===== src/rtl/sp_ram_fc_pkg.sv =====
// Shared types and constants for the single-port RAM fill/check engine.
package sp_ram_fc_pkg;

    typedef enum logic [1:0] {
        MODE_FILL       = 2'd0,
        MODE_CHECK      = 2'd1,
        MODE_FILL_CHECK = 2'd2,
        MODE_RSVD       = 2'd3
    } mode_e;

    typedef enum logic [1:0] {
        PAT_CONST    = 2'd0,
        PAT_INCR     = 2'd1,
        PAT_ADDR     = 2'd2,
        PAT_INV_ADDR = 2'd3
    } pattern_e;

    typedef enum logic [2:0] {
        ST_IDLE  = 3'd0,
        ST_WRITE = 3'd1,
        ST_READ  = 3'd2,
        ST_DRAIN = 3'd3,
        ST_DONE  = 3'd4
    } state_e;

    localparam int ERR_CNT_W = 16;

    // Wide enough for any supported word width; sliced to DATA_WIDTH/8 at use.
    localparam logic [127:0] BE_ALL_ONES = '1;

endpackage


===== src/rtl/sp_ram_pattern_gen.sv =====
// Combinational pattern word for a given index / word address; shared by the
// write data path and the read compare path so both always agree.
module sp_ram_pattern_gen
    import sp_ram_fc_pkg::*;
#(
    parameter int ADDR_WIDTH = 14,
    parameter int DATA_WIDTH = 32
) (
    input  logic [1:0]            pattern,
    input  logic [DATA_WIDTH-1:0] seed,
    input  logic [ADDR_WIDTH-2:0] index,
    input  logic [ADDR_WIDTH-3:0] word_addr,
    output logic [DATA_WIDTH-1:0] data
);

    always_comb begin
        data = seed;
        case (pattern_e'(pattern))
            PAT_CONST:    data = seed;
            PAT_INCR:     data = seed + DATA_WIDTH'(index);
            PAT_ADDR:     data = DATA_WIDTH'(word_addr);
            PAT_INV_ADDR: data = ~DATA_WIDTH'(word_addr);
            default:      data = seed;
        endcase
    end

endmodule


===== src/rtl/sp_ram_fill_check.sv =====
// Fill / read-back-check engine for the single-port data RAM request port.
// Define SP_RAM_CHECK_ERR_LOG_EN to add the first-mismatch log outputs.
//
// state | meaning
// IDLE  | port released, waiting for start_i
// WRITE | one pattern write per cycle
// READ  | one read per cycle, expected word registered for next-cycle compare
// DRAIN | no request, compares the last read word
// DONE  | one-cycle done_o pulse
module sp_ram_fill_check
    import sp_ram_fc_pkg::*;
#(
    parameter int RAM_SIZE   = 16384,
    parameter int ADDR_WIDTH = $clog2(RAM_SIZE),
    parameter int DATA_WIDTH = 32
) (
    input  logic                    clk,
    input  logic                    rst_i,
    input  logic                    start_i,
    input  logic [1:0]              mode_i,
    input  logic [1:0]              pattern_i,
    input  logic [DATA_WIDTH-1:0]   seed_i,
    input  logic [ADDR_WIDTH-3:0]   base_i,
    input  logic [ADDR_WIDTH-2:0]   count_i,
    output logic                    busy_o,
    output logic                    done_o,
    output logic                    err_o,
    output logic [15:0]             err_cnt_o,
    output logic                    ram_en_o,
    output logic [ADDR_WIDTH-1:0]   ram_addr_o,
    output logic                    ram_we_o,
    output logic [DATA_WIDTH/8-1:0] ram_be_o,
    output logic [DATA_WIDTH-1:0]   ram_wdata_o,
    input  logic [DATA_WIDTH-1:0]   ram_rdata_i
`ifdef SP_RAM_CHECK_ERR_LOG_EN
    ,
    output logic [ADDR_WIDTH-3:0]   err_addr_o,
    output logic [DATA_WIDTH-1:0]   err_exp_o,
    output logic [DATA_WIDTH-1:0]   err_got_o
`endif
);

    localparam int WA_W = ADDR_WIDTH - 2;
    localparam int CNT_W = ADDR_WIDTH - 1;
    localparam int BE_W = DATA_WIDTH / 8;
    localparam logic [CNT_W-1:0] MAX_WORDS = CNT_W'(RAM_SIZE / 4);

    localparam logic [2:0] S_IDLE  = ST_IDLE;
    localparam logic [2:0] S_WRITE = ST_WRITE;
    localparam logic [2:0] S_READ  = ST_READ;
    localparam logic [2:0] S_DRAIN = ST_DRAIN;
    localparam logic [2:0] S_DONE  = ST_DONE;

    logic [2:0]            state_q;
    logic [1:0]            mode_q;
    logic [1:0]            pat_q;
    logic [DATA_WIDTH-1:0] seed_q;
    logic [WA_W-1:0]       base_q;
    logic [CNT_W-1:0]      cnt_q;
    logic [CNT_W-1:0]      idx_q;
    logic                  cmp_vld_q;
    logic [DATA_WIDTH-1:0] cmp_exp_q;
    logic                  err_q;
    logic [ERR_CNT_W-1:0]  err_cnt_q;
`ifdef SP_RAM_CHECK_ERR_LOG_EN
    logic [WA_W-1:0]       cmp_addr_q;
`endif

    logic [WA_W-1:0]       word_addr;
    logic [DATA_WIDTH-1:0] pat_data;
    logic [CNT_W-1:0]      start_cnt;
    logic                  last_word;
    logic                  mismatch;

    // Word address wraps modulo the RAM word count by truncation.
    assign word_addr = base_q + idx_q[WA_W-1:0];
    assign last_word = (idx_q == cnt_q - CNT_W'(1));
    assign mismatch  = cmp_vld_q && (ram_rdata_i != cmp_exp_q);
    assign start_cnt = (count_i > MAX_WORDS) ? MAX_WORDS : count_i;

    sp_ram_pattern_gen #(
        .ADDR_WIDTH (ADDR_WIDTH),
        .DATA_WIDTH (DATA_WIDTH)
    ) u_pattern_gen (
        .pattern   (pat_q),
        .seed      (seed_q),
        .index     (idx_q),
        .word_addr (word_addr),
        .data      (pat_data)
    );

    always_ff @(posedge clk) begin
        if (rst_i) begin
            state_q   <= S_IDLE;
            mode_q    <= '0;
            pat_q     <= '0;
            seed_q    <= '0;
            base_q    <= '0;
            cnt_q     <= '0;
            idx_q     <= '0;
            cmp_vld_q <= 1'b0;
            cmp_exp_q <= '0;
            err_q     <= 1'b0;
            err_cnt_q <= '0;
`ifdef SP_RAM_CHECK_ERR_LOG_EN
            cmp_addr_q <= '0;
            err_addr_o <= '0;
            err_exp_o  <= '0;
            err_got_o  <= '0;
`endif
        end else begin
            cmp_vld_q <= (state_q == S_READ);
            if (state_q == S_READ) begin
                cmp_exp_q <= pat_data;
`ifdef SP_RAM_CHECK_ERR_LOG_EN
                cmp_addr_q <= word_addr;
`endif
            end

            if (mismatch) begin
                err_q <= 1'b1;
                if (err_cnt_q != '1) begin
                    err_cnt_q <= err_cnt_q + ERR_CNT_W'(1);
                end
`ifdef SP_RAM_CHECK_ERR_LOG_EN
                if (!err_q) begin
                    err_addr_o <= cmp_addr_q;
                    err_exp_o  <= cmp_exp_q;
                    err_got_o  <= ram_rdata_i;
                end
`endif
            end

            case (state_q)
                S_IDLE: begin
                    if (start_i) begin
                        mode_q    <= mode_i;
                        pat_q     <= pattern_i;
                        seed_q    <= seed_i;
                        base_q    <= base_i;
                        cnt_q     <= start_cnt;
                        idx_q     <= '0;
                        err_q     <= 1'b0;
                        err_cnt_q <= '0;
`ifdef SP_RAM_CHECK_ERR_LOG_EN
                        err_addr_o <= '0;
                        err_exp_o  <= '0;
                        err_got_o  <= '0;
`endif
                        if (start_cnt == '0 || mode_i == MODE_RSVD) begin
                            state_q <= S_DONE;
                        end else if (mode_i == MODE_CHECK) begin
                            state_q <= S_READ;
                        end else begin
                            state_q <= S_WRITE;
                        end
                    end
                end
                S_WRITE: begin
                    if (last_word) begin
                        if (mode_q == MODE_FILL_CHECK) begin
                            idx_q   <= '0;
                            state_q <= S_READ;
                        end else begin
                            state_q <= S_DONE;
                        end
                    end else begin
                        idx_q <= idx_q + CNT_W'(1);
                    end
                end
                S_READ: begin
                    if (last_word) begin
                        state_q <= S_DRAIN;
                    end else begin
                        idx_q <= idx_q + CNT_W'(1);
                    end
                end
                S_DRAIN: state_q <= S_DONE;
                S_DONE:  state_q <= S_IDLE;
                default: state_q <= S_IDLE;
            endcase
        end
    end

    always_comb begin
        busy_o      = (state_q != S_IDLE);
        done_o      = (state_q == S_DONE);
        err_o       = err_q;
        err_cnt_o   = err_cnt_q;
        ram_en_o    = (state_q == S_WRITE) || (state_q == S_READ);
        ram_we_o    = (state_q == S_WRITE);
        ram_addr_o  = '0;
        ram_be_o    = '0;
        ram_wdata_o = '0;
        if (ram_en_o) begin
            ram_addr_o = {word_addr, 2'b00};
            ram_be_o   = BE_ALL_ONES[BE_W-1:0];
        end
        if (ram_we_o) begin
            ram_wdata_o = pat_data;
        end
    end

endmodule


===== config.mk =====
export PLATFORM = sky130hd
export DESIGN_NAME = sp_ram_fill_check
export DESIGN_NICKNAME = d
export VERILOG_FILES = /design/src/rtl/sp_ram_fc_pkg.sv /design/src/rtl/sp_ram_pattern_gen.sv /design/src/rtl/sp_ram_fill_check.sv
export SDC_FILE = /design/constraint.sdc
export NUM_CORES = 1
export LEC_CHECK = 0
export CORE_MARGIN = 2
export CORE_UTILIZATION = 47
export DETAILED_ROUTE_END_ITERATION = 16
export PLACE_DENSITY = 0.87
export SYNTH_ARGS = -nofsm -noshare
export SYNTH_HDL_FRONTEND = slang
export SYNTH_SLANG_ARGS = --single-unit
export TNS_END_PERCENT = 5

===== constraint.sdc =====
create_clock -name clk -period 2.8 [get_ports clk]
set_input_delay 0.56 -clock clk [delete_from_list [all_inputs] [get_ports clk]]
set_output_delay 0.56 -clock clk [all_outputs]
set_load 0.05 [all_outputs]

==> results.cfg <==
[outcome]
status = complete, but fails checks
violations = negative setup slack

[yosys]
synth-warning-count = 0
synth.avg_cell_area_um2 = 8.17
ys_ff_latch = 127
synth_edf_count = 0
synthFlopType = dfxtp_1
netlist_area_mm2 = 0.00760
synthArstFlopShare = 0
netlist-cell-type-count = 65
synthCells = 930
yosysSeqAreaShare = 0.335

[critical_path]
startpoint_type = flop
path_cells = ha_1, and2_1, o21ai_1, o21ai_4, a311oi_1, a21oi_1, nor2_2, buf_12
worstSetupPathType = flop to output pin
end_kind = output pin
crit_arrival_ns = 3.41
rr_worst_depth = 10
worstPathRequired_ns = 2.24
crit_slowest_cell = o21ai_1
r2r_start = seed_q[7]$_SDFFE_PP0P_
r2r-end = cmp_exp_q[13]$_SDFFE_PP0P_
critical_path_peak_fanout = 9
slowest_delay_ns = 0.58
reg2reg_setup_slack_ns = -0.14

[global_routing]
grt_pass1_wl_um = 47800
grt-ovfl-total = 0
track_usage = 0.348
antenna_found_initial = 1
grt_max_degree = 47
grt_pass1_vias = 9009

[hold_path]
hold_path_end = err_o$_SDFF_PP0_
min_from = err_o$_SDFF_PP0_
hold_depth = 2
hold_class = flop to flop

[floorplanning]
io-pin-count = 167
die_x_um = 131
start_util = 0.480
fp.dieH_um = 131
core_mm2 = 0.0158
core.rowCount = 46
dieArea_mm2 = 0.0172

[timing]
hold_viol_final = 0
setup_viol = 53
period_share = 1.42
period_minus_slack_ns = 3.97
slew_headroom = 0.531
drv_slew = 0
worst_slack_ns = -1.17
fmax_mhz = 252
finalClockSkew_ns = 0.0112
holdWs_ns = 0.477
rsz0062_at_grt = true
tightestPinTransition_ns = 0.698

[route]
drt_wl_total_um = 33800
ant_nets = 0
drtIter0Drc = 1337
via_per_inst = 6.52
avgRoutedWirePerCell_um = 23.5
drcViolationCount = 0
dr_total_vias = 9381
first_pass_iters = 9

[clock_network]
cts_tree = built
root_buffer = clkbuf_16
path_clk_slew_ns = 0.07
cts.sinks = 127
cts.hold.buffers_added = 0
clk_latency_ns = 0.44
numCtsBuffers = 17
cts_max_level = 4
clockBufferDepth = 2

[finish]
final_cell_mix = 150 x buf_4, 118 x dfxtp_1, 113 x clkdlybuf4s50_1, 76 x xnor2_1, 72 x nor2_1
layout.nets = 1333
layout_commonest_cell = buf_4
multi_input_area_mm2 = 0.00532
post-route-util = 0.760
drive_above_1_share = 0.285
seq_area_mm2 = 0.00256
synthToLayoutAreaGrowth_pct = 58.2
n_fill_cell = 906
design_area_mm2 = 0.0120

[power_and_ir_drop]
swShare = 0.344
powerDensity_mw_per_mm2 = 532
p_switching_uw = 2200
p_int_uw = 4200
combinationalPowerShare = 0.313
p_leak_uw = 0.00463
seqPwrFrac = 0.323
worst_ir_drop_vdd_uv = 478
p_clk_frac = 0.364

[run]
cap_violations = 0

[place]
placement.io_buffers = 164
dpl.hpwl_um = 19300
gp_routability_congestion = 0.986
dpl_cell_area_mm2 = 0.0107
dp_slack_ns = -0.445
-- through the flow --
step / setup TNS [ns] / power, µW / instances
after floorplan: -4.72 / 3050 / 931
after global placement: -6.31 / 3740 / 1388
after detailed placement: -8.34 / 3790 / 1388
after CTS: -20.81 / 6170 / 1427
after global routing: -33.76 / 6550 / 1437
final: -32.36 / 6400 / 1438
-- logic make-up after synthesis --
kind of cell / synth area share
other: 0.000494
xor gates and xnor gates: 0.120
buffers and inverters: 0.0458
and+or+nand+nor: 0.219
muxes: 0.00659
adders and majority gates: 0.0497
DFF: 0.335
AOI/OAI and AO/OA: 0.224
-- repair_timing --
action                     4_1_cts  5_1_grt
setup endpoints to repair       40       57
buffers inserted                 7       10
pin swaps                       37       31
gates resized for setup         82       33
-- flip-flops by register name, summed over array words and instances (netlist names) --
signal	flops
cmp_exp_q	32
seed_q	32
err_cnt_o	16
cnt_q	13
idx_q	13
base_q	12
state_q	3
mode_q	2
pat_q	2
cmp_vld_q	1
err_o	1
-- synthesized netlist by cell type (all sizes together), types with 4 or more instances --
cell | number | share of area
and3 | 11 | 0.0091
ha | 27 | 0.044
nor2 | 101 | 0.051
nand3 | 29 | 0.019
and4 | 4 | 0.0049
nand2 | 72 | 0.036
a22o | 54 | 0.062
mux2i | 5 | 0.0066
o21ai | 51 | 0.034
o31ai | 7 | 0.0069
xor2 | 21 | 0.024
a32o | 4 | 0.0053
a211oi | 22 | 0.022
inv | 27 | 0.013
a21o | 11 | 0.011
nand4 | 18 | 0.015
a311oi | 7 | 0.0089
or3 | 8 | 0.0066
nand2b | 10 | 0.0082
a31o | 4 | 0.0046
a21oi | 45 | 0.030
a31oi | 6 | 0.0049
dfxtp | 127 | 0.33
nor3 | 30 | 0.020
buf | 15 | 0.013
xnor2 | 83 | 0.096
o211ai | 5 | 0.0049
nor2b | 15 | 0.012
clkbuf | 38 | 0.019
o21a | 5 | 0.0049
nor4 | 12 | 0.012
and2 | 16 | 0.013
-- worst max-delay path, delay by kind of cell, from the launching register on --
| kind | cells | cell delay (ns) |
|---|---|---|
| buffers and inverters | 1 | 0.18 |
| adders and majority gates | 1 | 0.34 |
| AOI/OAI and AO/OA | 4 | 1.45 |
| DFF | 1 | 0.50 |
| and+or+nand+nor | 2 | 0.49 |
-- metal layers --
metal  global-route usage  up-vias  share of wire
met5                    0        -              0
met4                0.251        0           0.10
li1                     -     3894              -
met1                0.385     4268           0.34
met2                0.576      862           0.45
met3               0.0941      357           0.11
-- power by group through the flow --
stage          clock network (µW)  logic (µW)  registers [µW]
6_report                     2330        2000            2070
3_3_place_gp                    0        1680            2060
5_1_grt                      2420        2060            2070
2_1_floorplan                   0        1000            2040
4_1_cts                      2300        1820            2040
3_5_place_dp                    0        1730            2070
-- worst max-delay path by stage --
stage / from / slack (ns) / endpoint
5_1_grt: idx_q[12]$_SDFFE_PP0P_ / -1.16 / ram_wdata_o[25]
3_5_place_dp: idx_q[0]$_SDFFE_PP0P_ / -0.44 / ram_wdata_o[14]
2_1_floorplan: idx_q[0]$_SDFFE_PP0P_ / -0.27 / ram_wdata_o[14]
3_3_place_gp: seed_q[0]$_SDFFE_PP0P_ / -0.36 / ram_wdata_o[14]
6_report: idx_q[12]$_SDFFE_PP0P_ / -1.17 / ram_wdata_o[29]
4_1_cts: idx_q[0]$_SDFFE_PP0P_ / -0.79 / ram_wdata_o[24]
-- cell type report --
class | count | area share
well taps | 216 | 0.0225
clock buffers | 17 | 0.0354
clock inverters | 15 | 0.0154
repair buffers | 311 | 0.262
diodes | 1 | 0.000208
multi-input cells | 722 | 0.443
inverters | 29 | 0.00905
flip-flops and latches | 127 | 0.213
(Power assumes the default switching activity.)
